==> src/rtl/ptw_miss_arbiter.sv <==
// ptw_miss_arbiter: round-robin ITLB/DTLB miss arbiter that sequences the
// shared-TLB lookup and Sv32 PTW walk, with per-source walk counters.
module ptw_miss_arbiter #(
    parameter int VLEN  = 32,
    parameter int CNT_W = 16
) (
    input  logic             clk_i,
    input  logic             rst_ni,
    input  logic             flush_i,
    input  logic             itlb_miss_i,
    input  logic [VLEN-1:0]  itlb_vaddr_i,
    output logic             itlb_grant_o,
    output logic             itlb_done_o,
    input  logic             dtlb_miss_i,
    input  logic [VLEN-1:0]  dtlb_vaddr_i,
    input  logic             dtlb_is_store_i,
    output logic             dtlb_grant_o,
    output logic             dtlb_done_o,
    output logic             error_o,
    output logic             shared_tlb_access_o,
    output logic [VLEN-1:0]  shared_tlb_vaddr_o,
    output logic             itlb_req_o,
    output logic             lsu_is_store_o,
    input  logic             shared_tlb_hit_i,
    input  logic             ptw_active_i,
    input  logic             ptw_error_i,
    input  logic             ptw_access_exception_i,
    output logic [CNT_W-1:0] itlb_walks_o,
    output logic [CNT_W-1:0] dtlb_walks_o
);

    typedef enum logic [2:0] {
        IDLE, LOOKUP, CHECK, WALK, RESP, FLUSH_WAIT
    } state_t;

    state_t          state;
    logic            prio_itlb;
    logic            src_itlb;
    logic            seen;
    logic            err;
    logic [1:0]      wdog;
    logic [VLEN-1:0] vaddr;
    logic            grant_ok;
    logic            pick_itlb;
    logic            fault;
    logic            timeout;

    assign grant_ok  = (state == IDLE) && !flush_i;
    assign pick_itlb = itlb_miss_i && (!dtlb_miss_i || prio_itlb);

    assign itlb_grant_o = grant_ok && pick_itlb;
    assign dtlb_grant_o = grant_ok && dtlb_miss_i && !pick_itlb;

    // Errors raised on the same cycle the walk ends must still count.
    assign fault   = err || ptw_error_i || ptw_access_exception_i;
    assign timeout = !seen && !ptw_active_i && (wdog == 2'd1);

    assign shared_tlb_vaddr_o = vaddr;

    always_ff @(posedge clk_i) begin
        if (!rst_ni) begin
            state               <= IDLE;
            prio_itlb           <= 1'b0;
            src_itlb            <= 1'b0;
            seen                <= 1'b0;
            err                 <= 1'b0;
            wdog                <= 2'd0;
            vaddr               <= '0;
            shared_tlb_access_o <= 1'b0;
            itlb_req_o          <= 1'b0;
            lsu_is_store_o      <= 1'b0;
            itlb_done_o         <= 1'b0;
            dtlb_done_o         <= 1'b0;
            error_o             <= 1'b0;
            itlb_walks_o        <= '0;
            dtlb_walks_o        <= '0;
        end else begin
            shared_tlb_access_o <= 1'b0;
            itlb_req_o          <= 1'b0;
            lsu_is_store_o      <= 1'b0;
            itlb_done_o         <= 1'b0;
            dtlb_done_o         <= 1'b0;
            error_o             <= 1'b0;
            unique case (state)
                IDLE: begin
                    if (itlb_grant_o || dtlb_grant_o) begin
                        vaddr <= itlb_grant_o ? itlb_vaddr_i
                                              : dtlb_vaddr_i;
                        src_itlb  <= itlb_grant_o;
                        prio_itlb <= dtlb_grant_o;
                        shared_tlb_access_o <= 1'b1;
                        itlb_req_o          <= itlb_grant_o;
                        lsu_is_store_o      <= dtlb_grant_o
                                               && dtlb_is_store_i;
                        state <= LOOKUP;
                    end
                end
                LOOKUP: begin
                    state <= flush_i ? IDLE : CHECK;
                end
                CHECK: begin
                    if (shared_tlb_hit_i) begin
                        if (flush_i) begin
                            state <= IDLE;
                        end else begin
                            state       <= RESP;
                            itlb_done_o <= src_itlb;
                            dtlb_done_o <= !src_itlb;
                        end
                    end else begin
                        // The PTW starts on a miss, so count it even if flushed.
                        if (src_itlb && itlb_walks_o != '1)
                            itlb_walks_o <= itlb_walks_o + 1'b1;
                        if (!src_itlb && dtlb_walks_o != '1)
                            dtlb_walks_o <= dtlb_walks_o + 1'b1;
                        seen  <= 1'b0;
                        err   <= 1'b0;
                        wdog  <= 2'd3;
                        state <= flush_i ? FLUSH_WAIT : WALK;
                    end
                end
                WALK: begin
                    if (flush_i) begin
                        state <= FLUSH_WAIT;
                    end else if (seen && !ptw_active_i) begin
                        state       <= RESP;
                        itlb_done_o <= src_itlb;
                        dtlb_done_o <= !src_itlb;
                        error_o     <= fault;
                    end else if (timeout) begin
                        state       <= RESP;
                        itlb_done_o <= src_itlb;
                        dtlb_done_o <= !src_itlb;
                        error_o     <= 1'b1;
                    end else begin
                        err <= fault;
                        if (ptw_active_i) seen <= 1'b1;
                        if (!seen) wdog <= wdog - 2'd1;
                    end
                end
                FLUSH_WAIT: begin
                    if (!ptw_active_i) state <= IDLE;
                end
                RESP: begin
                    state <= IDLE;
                end
                default: begin
                    state <= IDLE;
                end
            endcase
        end
    end

endmodule

==> config.mk <==
export PLATFORM = sky130hd
export DESIGN_NAME = ptw_miss_arbiter
export DESIGN_NICKNAME = d
export VERILOG_FILES = /design/src/rtl/ptw_miss_arbiter.sv
export SDC_FILE = /design/constraint.sdc
export NUM_CORES = 1
export LEC_CHECK = 0
export ABC_AREA = 1
export BUFFER_PORTS_ARGS = -buffer_cell sky130_fd_sc_hd__buf_2
export CAP_MARGIN = 30
export CORE_UTILIZATION = 45
export DETAILED_ROUTE_END_ITERATION = 12
export PLACE_DENSITY = 0.73
export SYNTH_ARGS = -nofsm -noshare
export SYNTH_HDL_FRONTEND = slang
export SYNTH_SLANG_ARGS = --single-unit
==> constraint.sdc <==
create_clock -name clk_i -period 1.6 [get_ports clk_i]
set_input_delay 0.32 -clock clk_i [delete_from_list [all_inputs] [get_ports clk_i]]
set_output_delay 0.32 -clock clk_i [all_outputs]
set_load 0.03 [all_outputs]
Yosys cells after proc, flatten, opt, wreduce, memory -nomap -nowiden
Cells that the tools add are included.
{ "classes": {"n_addsub": 3, "eq_ne": 16, "muxes": 42, "bitwise_logic": 3, "reduce_logical": 33} }
{ "ops": {"columns": ["op", "count"], "rows": [
  ["adder 16 x 1 -> 16 bit, second input constant", 2],
  ["two-way mux 32 bit", 1],
  ["inequality test 16 bit, second input constant", 2],
  ["two-way mux 3 bit", 8],
  ["two-way mux 1 bit", 21],
  ["one-hot mux 3 bit (5 select lines)", 1],
  ["inequality test 2 bit, second input constant", 7],
  ["two-way mux 2 bit", 6],
  ["AND reduction 3 bit", 4],
  ["AND reduction 6 bit", 2],
  ["logical AND 1 bit", 11],
  ["one-hot mux 1 bit (2 select lines)", 4],
  ["== test 3 x 2 -> 1 bit, second input constant", 2],
  ["logical NOT 1 bit", 6],
  ["AND reduction 5 bit", 1],
  ["logical OR 1 bit", 4],
  ["inequality test 4 bit, second input constant", 1],
  ["one-hot mux 2 bit (2 select lines)", 1],
  ["AND reduction 2 bit", 2],
  ["== test 3 x 1 -> 1 bit, second input constant", 1],
  ["== test 3 bit, second input constant", 1],
  ["logical NOT 3 bit", 1],
  ["inverter 1 bit", 3],
  ["OR reduction 3 bit", 1],
  ["other kinds (4)", 4]
]} }
{ "word_totals": {"reg_bits": 79, "in_bits": 74} }

Longest topological paths before layout
{ "logic_depth": {"depth_word": 8, "mapped_depth": 10, "mapped_depth_nobuf": 9} }

Least setup slack after synthesis
No wires, ideal clock.
{ "synth_path": {"path_type": "register -> register", "start": "register itlb_walks_o[1]", "end": "register itlb_walks_o[1]", "t_arrival_ps": 1631, "required_ps": 1484, "slack_ps": -146, "path_stages_with_launch": 10, "path_buffers": 1, "period_less_slack_ps": 1746, "path_cell_list": "dfxtp_1 ha_1 nand2_1 nor2_4 nand4_2 nand2_4 inv_2 buf_6 nor2_1 nor2_1"} }
{ "synth_between": {"elab_chain_len": 3} }
{ "synth_rtl": {"columns": ["element", "line_no", "source"], "rows": [
  ["from (decl)", "28", "output logic [CNT_W-1:0] itlb_walks_o,"],
  ["from (signal assigned)", "113", "itlb_walks_o <= itlb_walks_o + 1'b1;"],
  ["branches (longest 3 deep; another with adder 16 x 1 -> 16 bit)", null, null]
]} }
Parallel ways; which one is timed is not known.
A chain may end at the register's enable or synchronous reset.

Worst setup path in the final report
{ "layout_path": {"start": "register state[0]", "end": "output port dtlb_grant_o"} }
{ "layout_between": {"elab_chain_len": 4} }
{ "layout_rtl": {"columns": ["element", "line_no", "source"], "rows": [
  ["from (decl)", "36", "state_t state;"],
  ["from (signal assigned)", "99", "state <= flush_i ? IDLE : CHECK;"],
  ["from (signal assigned)", "119", "state <= flush_i ? FLUSH_WAIT : WALK;"],
  ["logical NOT 3 bit", "48", "assign grant_ok = (state == IDLE) && !flush_i;"],
  ["logical AND 1 bit", "48", null],
  ["logical AND 1 bit (2 in a row)", "52", "assign dtlb_grant_o = grant_ok && dtlb_miss_i && !pick_itlb;"],
  ["to (decl)", "17", "output logic dtlb_grant_o,"]
]} }
Every way passes these cells.

==> impl_metrics.csv <==
group,metric,value,unit
clock_tree,cts-root-buf,"clkbuf_8",
worst_setup_path,critical_path_class,"flip-flop to primary output",
sta,fin_crit,1.62,ns
worst_setup_path,critPathTopFamily,"simple AND/OR/NAND/NOR gates",
placement,gp_congestion,0.888,
floorplan,die_area,0.00990,mm^2
floorplan,core_area,0.00924,mm^2
sta,drv_slew,0,
outcome,outcome,"finished, violations left",
synthesis,synth_ff_type,"dfxtp_1",
worst_setup_path,path_cells,"nor2_4 -> nand2_4 -> nor2_8 -> nand2_4 -> nor2_4 -> buf_6",
layout,drive_gt1_share,27.6,%
placement,hpwl,8240,um
synthesis,synth-seq-cells,79,
worst_setup_path,critical_path_depth,6,
min_path,hold_start,"dtlb_is_store_i",
routing,drcViolationCount,0,
clock_tree,cts_buffer_depth,2,
floorplan,io_pins,146,
power,ir_drop,534,uV
worst_setup_path,slowest_stage,"dfxtp_2",
routing,first_pass_iters,4,
floorplan,die_w,99.5,um
sta,fin_tns_setup,-0.0158,ns
routing,via_per_inst,4.72,
routing,routed_wl,11000,um
synthesis,netlist_area,0.00428,mm^2
min_path,worstHoldPathCells,3,
synthesis,yosysTopAreaCell,"dfxtp_1",
routing,wire_per_inst,11.4,um
clock_tree,clk_pin_slew_worst_paths,0.08,ns
sta,skew,0.0181,ns
worst_setup_path,r2r_cells,11,
routing,vias,4561,
routing,drt_iter0_drc,128,
floorplan,floorplan.initialDensity,46.3,%
synthesis,post_synth.cell_area_avg,6.41,um^2
synthesis,async_flop_share,0,%
synthesis,synth_edf_count,0,
synthesis,ys_seq_area_share,37.0,%
global_routing,grt_pass1_wl,18100,um
synthesis,synth_cell_types,30,
sta,fin_ws,-0.0158,ns
clock_tree,cts_buffers,9,
layout,finalInstanceArea,0.00564,mm^2
worst_setup_path,start_kind,"flip-flop",
worst_setup_path,cp_data_arrival_time,1.30,ns
worst_setup_path,critPathBufInv,1,
sta,relSlewSlack,80.3,%
layout,fin_nets,910,
synthesis,synthMostInstantiatedCell,"nand2_1",
sta,rsz0062_at_grt,"yes",
clock_tree,cts.sinks,79,
floorplan,num_rows,35,
clock_tree,cts_tree,"done",
synthesis,syn_nets,745,
global_routing,grt_pass1_vias,4109,
worst_setup_path,crit_fanout,2,
global_routing,gr-usage-all-layers,22.4,%
sta,period_share,101,%
placement,numPortBuffers,145,
layout,num_antenna_cells,0,
layout,nFillCells,836,
synthesis,synth_top_area_share,37.0,%
power,power_density,880,mW/mm^2
worst_setup_path,endpoint_kind,"primary output",
placement,place_area,0.00528,mm^2
layout,area_growth,31.7,%
run,cap_violations,0,
sta,timing.fmax,619,MHz
synthesis,synthTopCellsByCount,"nand2_1, nor2_1, dfxtp_1",
outcome,failed_checks,"negative setup slack",
worst_setup_path,cp.required,1.28,ns
clock_tree,worstSkewPairLatency,0.35,ns
global_routing,grt_overflow,0,
synthesis,yosys_warnings,0,
sta,timing.hold.ws,0.194,ns
routing,ant_nets,0,
clock_tree,htree_levels,3,
power,p_leak,2.78,nW
synthesis,synthCells,667,
sta,setup_viol,1,
floorplan,die_h,99.5,um
placement,dpl_worst_slack,0.0457,ns
power,fin_total_pwr,4.96,mW
worst_setup_path,cpPeakStageDelay,0.34,ns
sta,finalHoldViolCount,0,
worst_setup_path,crit_path_start,"state[0]",
synthesis,synth_area_leaders,"dfxtp_1, nand2_1, nor2_1",
sta,tightest_slew,0.295,ns
global_routing,antenna_found_initial,0,
min_path,hold_class,"input port to flip-flop",
worst_setup_path,reg2reg_from,"state[0]",
global_routing,grt_max_degree,33,
==> per-stage QoR <==
stage          cells  util [%]
2_1_floorplan    667         -
3_3_place_gp     944      57.1
3_5_place_dp     944      57.1
4_1_cts          964      60.2
5_1_grt          966      61.0
6_report         966      61.0
==> routing by layer <==
layer	vias to the layer above	global-route usage [%]	routed length (um)
met4	0	6.79	149
met3	13	4.85	607
met5	-	0	0
li1	2416	-	-
met2	139	40.0	5360
met1	1993	26.9	4890
==> worst reg2reg max path, stage by stage (launching register included) <==
cell	delay, ns
dfxtp_2	0.34
nor2_4	0.13
nand2_4	0.08
nor2_8	0.12
nand2_4	0.08
buf_4	0.17
nand2_8	0.10
inv_2	0.06
buf_12	0.15
a21oi_1	0.13
nand2_1	0.06
inv_1	0.04
==> power breakdown <==
group	leakage, nW	switching [mW]	internal (mW)
registers	0.648	0.0695	2.10
logic	2.02	0.731	0.415
clock network	0.111	0.767	0.882
total	2.78	1.57	3.39
==> state kept, by name, summed over array words and instances, names as in the netlist <==
register and flops:
shared_tlb_access_o 1, dtlb_walks_o 16, wdog 2, lsu_is_store_o 1
itlb_req_o 1, itlb_walks_o 16, shared_tlb_vaddr_o 32, state 3
itlb_done_o 1, src_itlb 1, seen 1, prio_itlb 1
error_o 1, err 1, dtlb_done_o 1
==> what timing repair did <==
action,CTS,global route
hold buffers,0,0
gates cloned,0,0
buffers inserted,4,2
pin swaps,3,4
gates resized for setup,10,18
endpoints found under the setup margin,2,54
endpoints found under the hold margin,0,0
==> cells in the final DEF, fill, tap and decap left out, drive strengths merged, types with 3 or more instances in the layout <==
master,instances
nand2,232
o21ai,43
dfxtp,79
xnor2,3
nor2,140
buf,179
nand3,29
clkinv,4
nand4,17
a21oi,28
clkbuf,9
xor2,8
ha,4
inv,53
==> layout make-up <==
type	instances	area [um^2]	share of cell area (%)
inverter	52	205	3.64
timing repair buffer	179	1060	18.9
tap	129	161	2.86
clock buffer	9	124	2.20
sequential	79	1600	28.4
multi-input combinational	511	2390	42.3
clock inverter	7	95.1	1.69
==> kinds of logic (layout without fill, tap and decap cells) <==
| group | after synthesis | after routing | share of synthesized area (%) |
|---|---|---|---|
| compound gates | 74 | 74 | 8.80 |
| xor+xnor | 11 | 11 | 2.25 |
| fa+ha+maj | 4 | 4 | 1.17 |
| buf+inv | 77 | 247 | 8.66 |
| flops | 79 | 79 | 37.0 |
| simple gates | 422 | 422 | 42.1 |
==> final timing paths <==
kind,endpoint,slack [ns]
worst max-delay path,dtlb_grant_o,-0.02
worst min-delay path,lsu_is_store_o,0.19
worst max register to register,state[0],0.08
worst min register to register,err,0.47
No activity file was read; power rests on OpenSTA's default activity.
